<file path="src/rtl/codificador_corriente_pkg.sv">
// Current-table constants and FSM state encoding, shared by the forward lookup
// memory and by the current-to-index encoder so both use identical values.
package pkg_corrientes;

    localparam int unsigned ANCHO_I    = 10;
    localparam int unsigned ANCHO_IDX  = 4;
    localparam int unsigned N_ENTRADAS = 16;
    localparam int unsigned PASO_TABLA = 64;

    typedef logic [1:0] estado_t;
    localparam estado_t REPOSO = 2'd0;
    localparam estado_t BUSCA  = 2'd1;
    localparam estado_t LISTO  = 2'd2;

    // T(k) = 64*k, k = 0..15
    function automatic int unsigned valor_tabla(input int unsigned k);
        return k * PASO_TABLA;
    endfunction

endpackage

</file>
<file path="src/rtl/codificador_corriente_tabla.sv">
// Combinational read of the current table T(k) from the shared package values.
module tabla_corrientes_rom #(
    parameter int unsigned ANCHO_I   = pkg_corrientes::ANCHO_I,
    parameter int unsigned ANCHO_IDX = pkg_corrientes::ANCHO_IDX
) (
    input  logic [ANCHO_IDX-1:0] dir,
    output logic [ANCHO_I-1:0]   dato
);
    import pkg_corrientes::*;

    always_comb begin
        dato = ANCHO_I'(valor_tabla(32'(dir)));
    end

endmodule

</file>
<file path="src/rtl/codificador_corriente.sv">
// Sequential current-to-index encoder: scans the table one entry per clock.
// Optional round-to-nearest result selected by defining CORR_REDONDEO_EN.
module codificador_corriente #(
    parameter int unsigned N_ENTRADAS = pkg_corrientes::N_ENTRADAS,
    parameter int unsigned ANCHO_I    = pkg_corrientes::ANCHO_I,
    parameter int unsigned ANCHO_IDX  = pkg_corrientes::ANCHO_IDX
) (
    input  logic                 clk,
    input  logic                 rst,
    input  logic                 inicio,
    input  logic [ANCHO_I-1:0]   I_obj,
    output logic                 ocupado,
    output logic                 valido,
    output logic [ANCHO_IDX-1:0] corriente,
    output logic                 saturado
);
    import pkg_corrientes::*;

    localparam logic [ANCHO_IDX-1:0] K_ULTIMO = ANCHO_IDX'(N_ENTRADAS - 1);
    localparam logic [ANCHO_I-1:0]   T_ULTIMO = ANCHO_I'(valor_tabla(N_ENTRADAS - 1));

    estado_t              estado;
    logic [ANCHO_IDX-1:0] k;
    logic [ANCHO_IDX-1:0] k_sig;
    logic [ANCHO_IDX-1:0] resultado;
    logic [ANCHO_I-1:0]   objetivo;
    logic [ANCHO_I-1:0]   t_sig;
    logic                 es_ultimo;
    logic                 parar;
    logic                 sat_pend;

    // k_sig wraps at the last entry, but t_sig is never used there
    assign k_sig     = k + ANCHO_IDX'(1);
    assign es_ultimo = (k == K_ULTIMO);
    assign parar     = es_ultimo || (t_sig > objetivo);

    tabla_corrientes_rom #(
        .ANCHO_I   (ANCHO_I),
        .ANCHO_IDX (ANCHO_IDX)
    ) u_rom_sig (
        .dir  (k_sig),
        .dato (t_sig)
    );

`ifdef CORR_REDONDEO_EN
    logic [ANCHO_I-1:0] t_act;

    tabla_corrientes_rom #(
        .ANCHO_I   (ANCHO_I),
        .ANCHO_IDX (ANCHO_IDX)
    ) u_rom_act (
        .dir  (k),
        .dato (t_act)
    );

    // target >= T(k) holds here, so both differences are non-negative; ties stay low
    always_comb begin
        resultado = k;
        if (!es_ultimo && ((t_sig - objetivo) < (objetivo - t_act))) begin
            resultado = k_sig;
        end
    end
`else
    always_comb begin
        resultado = k;
    end
`endif

    always_ff @(posedge clk or negedge rst) begin
        if (!rst) begin
            estado    <= REPOSO;
            k         <= '0;
            objetivo  <= '0;
            sat_pend  <= 1'b0;
            ocupado   <= 1'b0;
            valido    <= 1'b0;
            corriente <= '0;
            saturado  <= 1'b0;
        end else begin
            valido <= 1'b0;
            case (estado)
                REPOSO: begin
                    if (inicio) begin
                        objetivo <= I_obj;
                        k        <= '0;
                        ocupado  <= 1'b1;
                        estado   <= BUSCA;
                    end
                end
                BUSCA: begin
                    if (parar) begin
                        k        <= resultado;
                        sat_pend <= es_ultimo && (objetivo > T_ULTIMO);
                        estado   <= LISTO;
                    end else begin
                        k <= k_sig;
                    end
                end
                LISTO: begin
                    corriente <= k;
                    saturado  <= sat_pend;
                    valido    <= 1'b1;
                    ocupado   <= 1'b0;
                    estado    <= REPOSO;
                end
                default: begin
                    estado <= REPOSO;
                end
            endcase
        end
    end

endmodule
</file>
<file path="config.mk">
export PLATFORM = sky130hd
export DESIGN_NAME = codificador_corriente
export DESIGN_NICKNAME = d
export VERILOG_FILES = /design/src/rtl/codificador_corriente_pkg.sv /design/src/rtl/codificador_corriente_tabla.sv /design/src/rtl/codificador_corriente.sv
export SDC_FILE = /design/constraint.sdc
export NUM_CORES = 1
export LEC_CHECK = 0
export CAP_MARGIN = 15
export CORE_MARGIN = 1
export CORE_UTILIZATION = 30
export DETAILED_ROUTE_END_ITERATION = 16
export GPL_TIMING_DRIVEN = 1
export PLACE_DENSITY = 0.59
export SKIP_CTS_REPAIR_TIMING = 1
export SLEW_MARGIN = 15
export SYNTH_ARGS = -nofsm -noshare
export SYNTH_HDL_FRONTEND = slang
export SYNTH_SLANG_ARGS = --single-unit
</file>
<file path="constraint.sdc">
create_clock -name clk -period 2.7 [get_ports clk]
set_clock_uncertainty 0.1 [all_clocks]
set_input_delay 0.405 -clock clk [delete_from_list [all_inputs] [get_ports clk]]
set_output_delay 0.405 -clock clk [all_outputs]
set_load 0.1 [all_outputs]
</file>
* Word level (Yosys, flattened, before mapping) *
Index checks and enable logic that the tools add are counted.

operators by class
  $add $sub $neg = 1
  reduce and logical (&&, ||, !) cells = 10
  eq/ne operators = 6
  bitwise logic cells = 0
  magnitude comparators = 2
  divide/modulo/power cells = 0
  muxes and demuxes = 9
  shift operators = 0
  $mul = 0

operators with widths
  operator                                                number
  greater-than comparator 10 bit                          1
  greater-than comparator 10 bit (second input constant)  1
  2-to-1 mux 4 bit                                        2
  one-hot mux 4 bit (2 select lines)                      1
  AND reduction 2 bit                                     4
  inequality test 2 bit (second input constant)           3
  adder 4 x 1 -> 4 bit (second input constant)            1
  == test 4 bit (second input constant)                   1
  2-to-1 mux 2 bit                                        2
  one-hot mux 2 bit (2 select lines)                      1
  nonzero test 2 bit                                      2
  AND reduction 3 bit                                     1
  == test 2 x 1 -> 1 bit (second input constant)          1
  == test 2 bit (second input constant)                   1
  zero test 2 bit                                         1
  2-to-1 mux 1 bit                                        2
  one-hot mux 1 bit (2 select lines)                      1
  logical AND 1 bit                                       1
  logical OR 1 bit                                        1

word-level totals
  bits in latches = 0
  logic and storage cells = 36
  bits in registers = 24
  memories kept = 0
  memory bits (read-only) = 0
  RAM bits = 0

* Depth between registers and ports, before layout *
Gate-level depths: netlist (run 1).

  depth in word-level cells = 5
  gate-level depth with buffers = 7
  depth with buffers taken out = 7

* Cells and area by module *
Synthesis (run 1) repeated with hierarchy kept, for this count alone.

unflattened totals
  cells, all modules = 142
  area, all modules = 1375.1 um^2

by module, submodules not included
  module                 instances  cells each  area an instance (um^2)  seq. area each (um^2)
  codificador_corriente  1          131         1296.2                   600.6
  tabla_corrientes_rom   1          11          78.8                     0.0

* Worst setup path after synthesis (run 1) *
Ideal clock, no wire load.

  path type = register to register
  start point = register k[0]
  end point = register k[2]
  arrival time = 1.928 ns
  stages on the path, launching flop included = 8
  path slack = 0.546 ns
  data required time = 2.474 ns
  clock period less this slack = 2.154 ns
  path buffers = 0
  cell sequence = dfrtp_1 ha_1 xor2_1 ha_1 and4_1 nand4_2 a21o_1 a311o_1

on the way
  cells in the longest elaborated chain, start to end = 5
  elaborated cells on any way between the ends = 8
  those cells by class = add/sub (1); order compare (1); eq/ne (2); mux (2); reduce/logical (2)

RTL lines
  item                             line                         source
  from (decl)                      codificador_corriente.sv:23  logic [ANCHO_IDX-1:0] k;
  from (signal assigned)           codificador_corriente.sv:92  k <= resultado;
  from (signal assigned)           codificador_corriente.sv:96  k <= k_sig;
  adder 4 x 1 -> 4 bit             codificador_corriente.sv:33  assign k_sig = k + ANCHO_IDX'(1);
  greater-than comparator 10 bit   codificador_corriente.sv:35  assign parar = es_ultimo || (t_sig > objetivo);
  logical OR 1 bit                 codificador_corriente.sv:35
  inequality test 2 bit (no line)  -
  AND reduction 3 bit (no line)    -

Parallel ways exist; a longest one is shown, timed or not. The select of a mux whose other input is x is not followed.
A chain may end at the register's enable or synchronous reset.

* Worst setup path in the final report (run 1) *
  start point = register k[0]
  end point = register k[3]

Same word-level chain as after synthesis.

==> results of run 1 <==
-- worst max-delay path by stage --
stage and endpoint:
6_report k[3], 5_1_grt k[3], 4_1_cts k[3], 3_5_place_dp k[3]
3_3_place_gp k[2], 2_1_floorplan k[2]
-- logic make-up after synthesis --
family,Yosys count,share of synthesized area (%)
compound gates,12,6.89
xor+xnor,2,1.58
fa+ha+maj,5,5.64
buf+inv,12,4.06
flops,24,54.2
mux,8,7.90
simple gates,44,19.8
-- Yosys cell counts --
master      n  area, sq um
nand4_1     1         6.26
a311o_1     1         10.0
dfrtp_1    24          601
nand2_1    30          113
nand2b_1    2         12.5
nand3b_1    1         7.51
a21o_1      1         7.51
clkbuf_1    3         11.3
nor4_4      1         21.3
mux2_2      6         67.6
and2_1      1         6.26
nand4_2     1         12.5
a2111oi_0   1         8.76
mux2i_1     2         20.0
ha_1        5         62.6
nor2_1      2         7.51
o21ai_0     5         25.0
and2_0      1         6.26
a211oi_1    1         7.51
xor2_1      1         8.76
nand3_1     2         10.0
xnor2_1     1         8.76
o211ai_1    1         7.51
inv_1       9         33.8
a21oi_1     2         10.0
and4_1      1         8.76
nor3b_1     1         7.51
-- where the power goes --
part / switching [mW] / total, mW / internal [mW] / leakage [nW]
clock network: 0.116 / 0.314 / 0.198 / 0.0357
logic: 0.595 / 0.887 / 0.293 / 0.354
registers: 0.107 / 0.614 / 0.507 / 0.303
total: 0.817 / 1.82 / 0.998 / 0.692
-- cell type report --
class                   count  area, sq um  share of cell area (%)
clock buffers               3         41.3                    2.94
clock inverters             1         30.0                    2.14
inverters                   9         33.8                    2.40
multi-input cells          71          463                    32.9
flip-flops and latches     24          601                    42.7
well taps                  46         57.6                    4.09
repair buffers             20          180                    12.8
-- worst register-to-register path: cells and delay by family (launching register included) --
kind | cells | cell delay (ps)
compound gates | 2 | 550
xor+xnor | 1 | 160
fa+ha+maj | 2 | 560
flops | 1 | 430
mux | 1 | 360
simple gates | 1 | 50
-- routing by layer --
| layer | track usage (%) | up-vias |
|---|---|---|
| met4 | 5.23 | 0 |
| met2 | 19.0 | 18 |
| met5 | 0 | - |
| met3 | 2.55 | 4 |
| li1 | - | 399 |
| met1 | 13.2 | 363 |
-- flip-flops by register name, indices dropped and copies added, names as in the netlist --
| signal | flops |
|---|---|
| sat_pend | 1 |
| ocupado | 1 |
| corriente | 4 |
| objetivo | 10 |
| valido | 1 |
| estado | 2 |
| saturado | 1 |
| k | 4 |
-- through the flow --
stage / cell area [sq um] / hold WS, ps / cells / power, mW
2_1_floorplan: 1110 / 9.41 / 107 / 1.31
3_3_place_gp: 1340 / 364 / 170 / 1.49
3_5_place_dp: 1340 / 363 / 170 / 1.52
4_1_cts: 1410 / 384 / 174 / 1.83
5_1_grt: 1410 / 407 / 174 / 1.94
6_report: 1410 / 386 / 174 / 1.82
==> impl_results.md, run 1 <==
* Outcome: complete, no violations
* Routability cong. at around 0.78
* CP max stage cell: dfrtp_1
* Io pins at 20
* P_leak at slightly below 0.7 nW
* Worst EP arrival at approximately 2400 ps
* TritonCTS clock tree: built
* Initial core utilization at between 30% and 40%
* Starting DRC count in detailed routing at 34
* Distinct cells, synth at 27
* Final setup TNS at 0 ps
* CP dominant cell by count: ha_1
* CTS Root Cell: clkbuf_8
* Final setup violation count at 0
* Worst slack at placement at just over 400 ps
* TritonRoute pass-1 iters at 4
* Commonest non-fill, non-tap cell in the layout: nand2_1
* CP bufs+invs at 0
* Ys Warns at 0
* Slew Viols, Final at 0
* Fin util at between 40% and 50%
* Synth Net Count at roughly 130
* CTS buffer count at 3
* Worst path depth at 7
* Fillcell total at 332
* Chip width at between 60 and 70 um
* Wire per inst at between 10 and 15 um
* Initial antenna violation count at 0
* Post-route DRC at 0
* Routed Antenna Nets at 0
* Maxcap violations at 0
* Actual slew at the worst max-slew pin at a little over 600 ps
* Clock transition at the registers of the reported paths at ~90 ps
* Origin of the critical flop-to-flop path: k[0]
* Reg2reg setup slack at between 300 and 400 ps
* Worst min path class: in2async
* HPWL after DPL at ~1.6 mm
* Global-route wire length before repair at between 3 and 4 mm
* TritonCTS Sinks at 24
* I/O Buffers at 19
* RSZ-0062 raised after global routing: no
* Achievable frequency at between 400 and 500 MHz
* H-tree level count at 1
* GRT Total Usage at 11.2%
* Worst Reg-to-Reg Cells at 7
* Power Dens Cells at 1290 nW/um^2
* Longest Clk Path Bufs at 2
* Ant. Diodes at 0
* Wire length on met1 at 919 um
* Core area at 3440 sq um
* Vias in the first global route at ~800
* Gate Count Post-Synth at 107
* Routed vias/inst at roughly 4.5
* Setup crit start kind: register
* Final WS setup at approximately 370 ps
* Rel. slew slack at about three fifths
* Worst-Skew Late Latency at ~270 ps
* Synth Register Bits at 24
* Seq/Total Area, Yosys at a little over half
* Tcrit/Tclk final at between 80% and 90%
* Crit. Startpoint: k[0]
* RR Endpoint: k[3]
* Worst Setup End Kind: register
* Synthesized area per cell at between 10 and 15 sq um
* Max VDD drop at around 0.00034 V
* Delay-heaviest family, CP: adder cells
* Std cell rows at 21
* Critical path, cell by cell: ha_1 -> xor2_1 -> ha_1 -> nand2_1 -> o211ai_1 -> a21o_1 -> mux2_2
* Gr ovfl total at 0
* Nets@finish at about 150
* Die height at 62.8 um
* Met2 wire len at 965 um
* Commonest cells after routing, fill and taps aside: nand2_1, dfrtp_1, clkdlybuf4s50_1
* Minimum clock period at between 2000 and 2500 ps
* Syn-to-layout area delta at 26.9%
* Uppermost routed layer: met4
* Mapped Area at around 1100 sq um
* Worst EP required at between 2000 and 3000 ps
* Total routed wirelength at between 2 and 2.5 mm
* Final Hold Vio Count at 0
* Slowest stage delay, CP at 430 ps
* Die area at between 3000 and 4000 sq um
* Largest net degree at the start of global routing at 25
* Share of cells above drive strength 1 at between 15 and 20%
* CP Max Fanout at 5
* Critical path type: reg2reg
* Via count at between 700 and 800
* Metal3 WL at a little over 90 um
Note: power is estimated with default switching activity, not from simulation.
==> run 2, diff against run 1 <==
--- a/config.mk
+++ b/config.mk
@@ -11,6 +11,7 @@
 export DETAILED_ROUTE_END_ITERATION = 16
 export GPL_TIMING_DRIVEN = 1
 export PLACE_DENSITY = 0.59
+export RECOVER_POWER = 50
 export SKIP_CTS_REPAIR_TIMING = 1
 export SLEW_MARGIN = 15
 export SYNTH_ARGS = -nofsm -noshare
==> impl_results.md, run 2 (same netlist as run 1, synthesis figures left out) <==
* Longest Clk Path Bufs at 2 (unchanged)
* Routed Antenna Nets at 0 (unchanged)
* RR Endpoint: k[3]
* RSZ-0062 raised after global routing: no
* Tcrit/Tclk final at 86.3% (unchanged)
* I/O Buffers at 19 (unchanged)
* Fillcell total at 334 (+0.60%)
* Core area at 3440 sq um (unchanged)
* Ant. Diodes at 0 (unchanged)
* Maxcap violations at 0 (unchanged)
* Routed vias/inst at 4.51 (unchanged)
* Crit. Startpoint: k[0]
* HPWL after DPL at 1.55 mm (unchanged)
* Via count at 784 (unchanged)
* Die height at 62.8 um (unchanged)
* Final Hold Vio Count at 0 (unchanged)
* Outcome: complete, no violations
* H-tree level count at 1 (unchanged)
* Part of the power in registers at 33.8% (about the same)
* Share of total power in the clock network at 17.3% (about the same)
* CP Max Fanout at 5 (unchanged)
* Worst EP required at 2750 ps (about the same)
* Minimum clock period at 2330 ps (unchanged)
* Gr ovfl total at 0 (unchanged)
* Reg2reg setup slack at 370 ps (about the same)
* Pint at 0.997 mW (-0.13%)
* Global-route wire length before repair at 3.39 mm (unchanged)
* Setup crit start kind: register
* Die area at 3940 sq um (unchanged)
* Starting DRC count in detailed routing at 34 (unchanged)
* Vias in the first global route at 777 (unchanged)
* Commonest non-fill, non-tap cell in the layout: nand2_1
* Io pins at 20 (unchanged)
* Achievable frequency at 429 MHz (unchanged)
* Nets@finish at 147 (unchanged)
* Final setup TNS at 0 ps (unchanged)
* Commonest cells after routing, fill and taps aside: nand2_1, dfrtp_1, clkdlybuf4s50_1
* Share of cells above drive strength 1 at 14.8% (-0.78 points)
* Worst-Skew Late Latency at 270 ps (about the same)
* Comb pwr share at 48.8% (about the same)
* Max VDD drop at 0.000345 V (about the same)
* Initial core utilization at 32.2% (unchanged)
* Worst Setup EP: k[3]
* Largest net degree at the start of global routing at 25 (unchanged)
* Worst min path class: reg2reg
* Wire per inst at 11.6 um (-0.15%)
* Critical path type: reg2reg
* TritonCTS Sinks at 24 (unchanged)
* Slew Viols, Final at 0 (unchanged)
* Clock transition at the registers of the reported paths at 90 ps (about the same)
* GRT Total Usage at 11.2% (unchanged)
* Sw Share at 45.0% (about the same)
* Syn-to-layout area delta at 26.5%
* Origin of the critical flop-to-flop path: k[0]
* Chip width at 62.8 um (unchanged)
* Actual slew at the worst max-slew pin at 1240 ps (+622 ps)
* Routability cong. at 0.779 (unchanged)
* Worst Setup End Kind: register
* Worst EP arrival at 2380 ps (about the same)
* Rel. slew slack at 17.4% (-41 points)
* Std cell rows at 21 (unchanged)
* Total routed wirelength at 2.01 mm (-0.15%)
* Worst Reg-to-Reg Cells at 7 (unchanged)
* CTS buffer count at 3 (unchanged)
* Final setup violation count at 0 (unchanged)
* Power Dens Cells at 1290 nW/um^2 (+0.19%)
* Largest Register: objetivo
* Top Registers: objetivo (10), corriente (4), k (4)
* Final hold slack at 386 ps (unchanged)
* Max reg flops at 10 (unchanged)
* CTS Root Cell: clkbuf_8
* Post-route DRC at 0 (unchanged)
* P_leak at 0.689 nW (-0.45%)
* TritonCTS clock tree: built
* TritonRoute pass-1 iters at 4 (unchanged)
* Initial antenna violation count at 0 (unchanged)
* P_sw at 0.817 mW (about the same)
run 2: cell count changes in the layout (fill, tap and decap cells not counted), sizes merged:
cell           previous run  this run
dlygate4sd3               0         2
clkbuf                    3         4
clkdlybuf4s50            12        10
buf                       8         7
run 2: how the worst min path moves through the flow:
stage	start	to	slack, ps	cells after the start
floorplan	rst	corriente[0]	9	0
global placement	objetivo[5]	objetivo[5]	360	2
detailed placement	objetivo[4]	objetivo[4]	360	2
CTS	objetivo[4]	objetivo[4]	380	2
global route	objetivo[4]	objetivo[4]	410	2
finish	objetivo[4]	objetivo[4]	390	2
run 2: through the flow:
stage	cell area, sq um	util, %	worst slack, ps	std cells	power [mW]
6_report	1400	40.7	371	174	1.81
3_3_place_gp	1340	38.8	491	170	1.49
2_1_floorplan	1110	-	546	107	1.31
4_1_cts	1410	40.9	385	174	1.83
3_5_place_dp	1340	38.8	404	170	1.52
5_1_grt	1400	40.7	265	174	1.94
run 2: cell type report:
cell class / instances / area, sq um / share of cell area, %
timing repair buffer: 20 / 176 / 12.6
clock buffer: 3 / 41.3 / 2.94
inverter: 9 / 33.8 / 2.41
multi-input combinational: 71 / 463 / 33.0
sequential: 24 / 601 / 42.8
tap: 46 / 57.6 / 4.10
clock inverter: 1 / 30.0 / 2.14
run 2: metal layers:
layer | wire length [um] | vias to the layer above | GRT usage [%]
met5 | 0 | - | 0
li1 | - | 399 | -
met2 | 965 | 18 | 19.0
met3 | 91 | 4 | 2.55
met4 | 35 | 0 | 5.23
met1 | 917 | 363 | 13.2
run 2: critical path: stages, from the launching register on:
cell,delay [ps]
dfrtp_1,430
ha_1,270
xor2_1,160
ha_1,290
nand2_1,50
o211ai_1,250
a21o_1,300
mux2_2,360
run 2: power by group through the flow:
stage / Sequential (mW) / Combinational, mW / Clock, mW
after floorplan: 0.880 / 0.428 / 0
final: 0.614 / 0.886 / 0.314
after global placement: 0.615 / 0.877 / 0
after detailed placement: 0.623 / 0.896 / 0
after CTS: 0.616 / 0.899 / 0.319
after global routing: 0.636 / 0.966 / 0.332
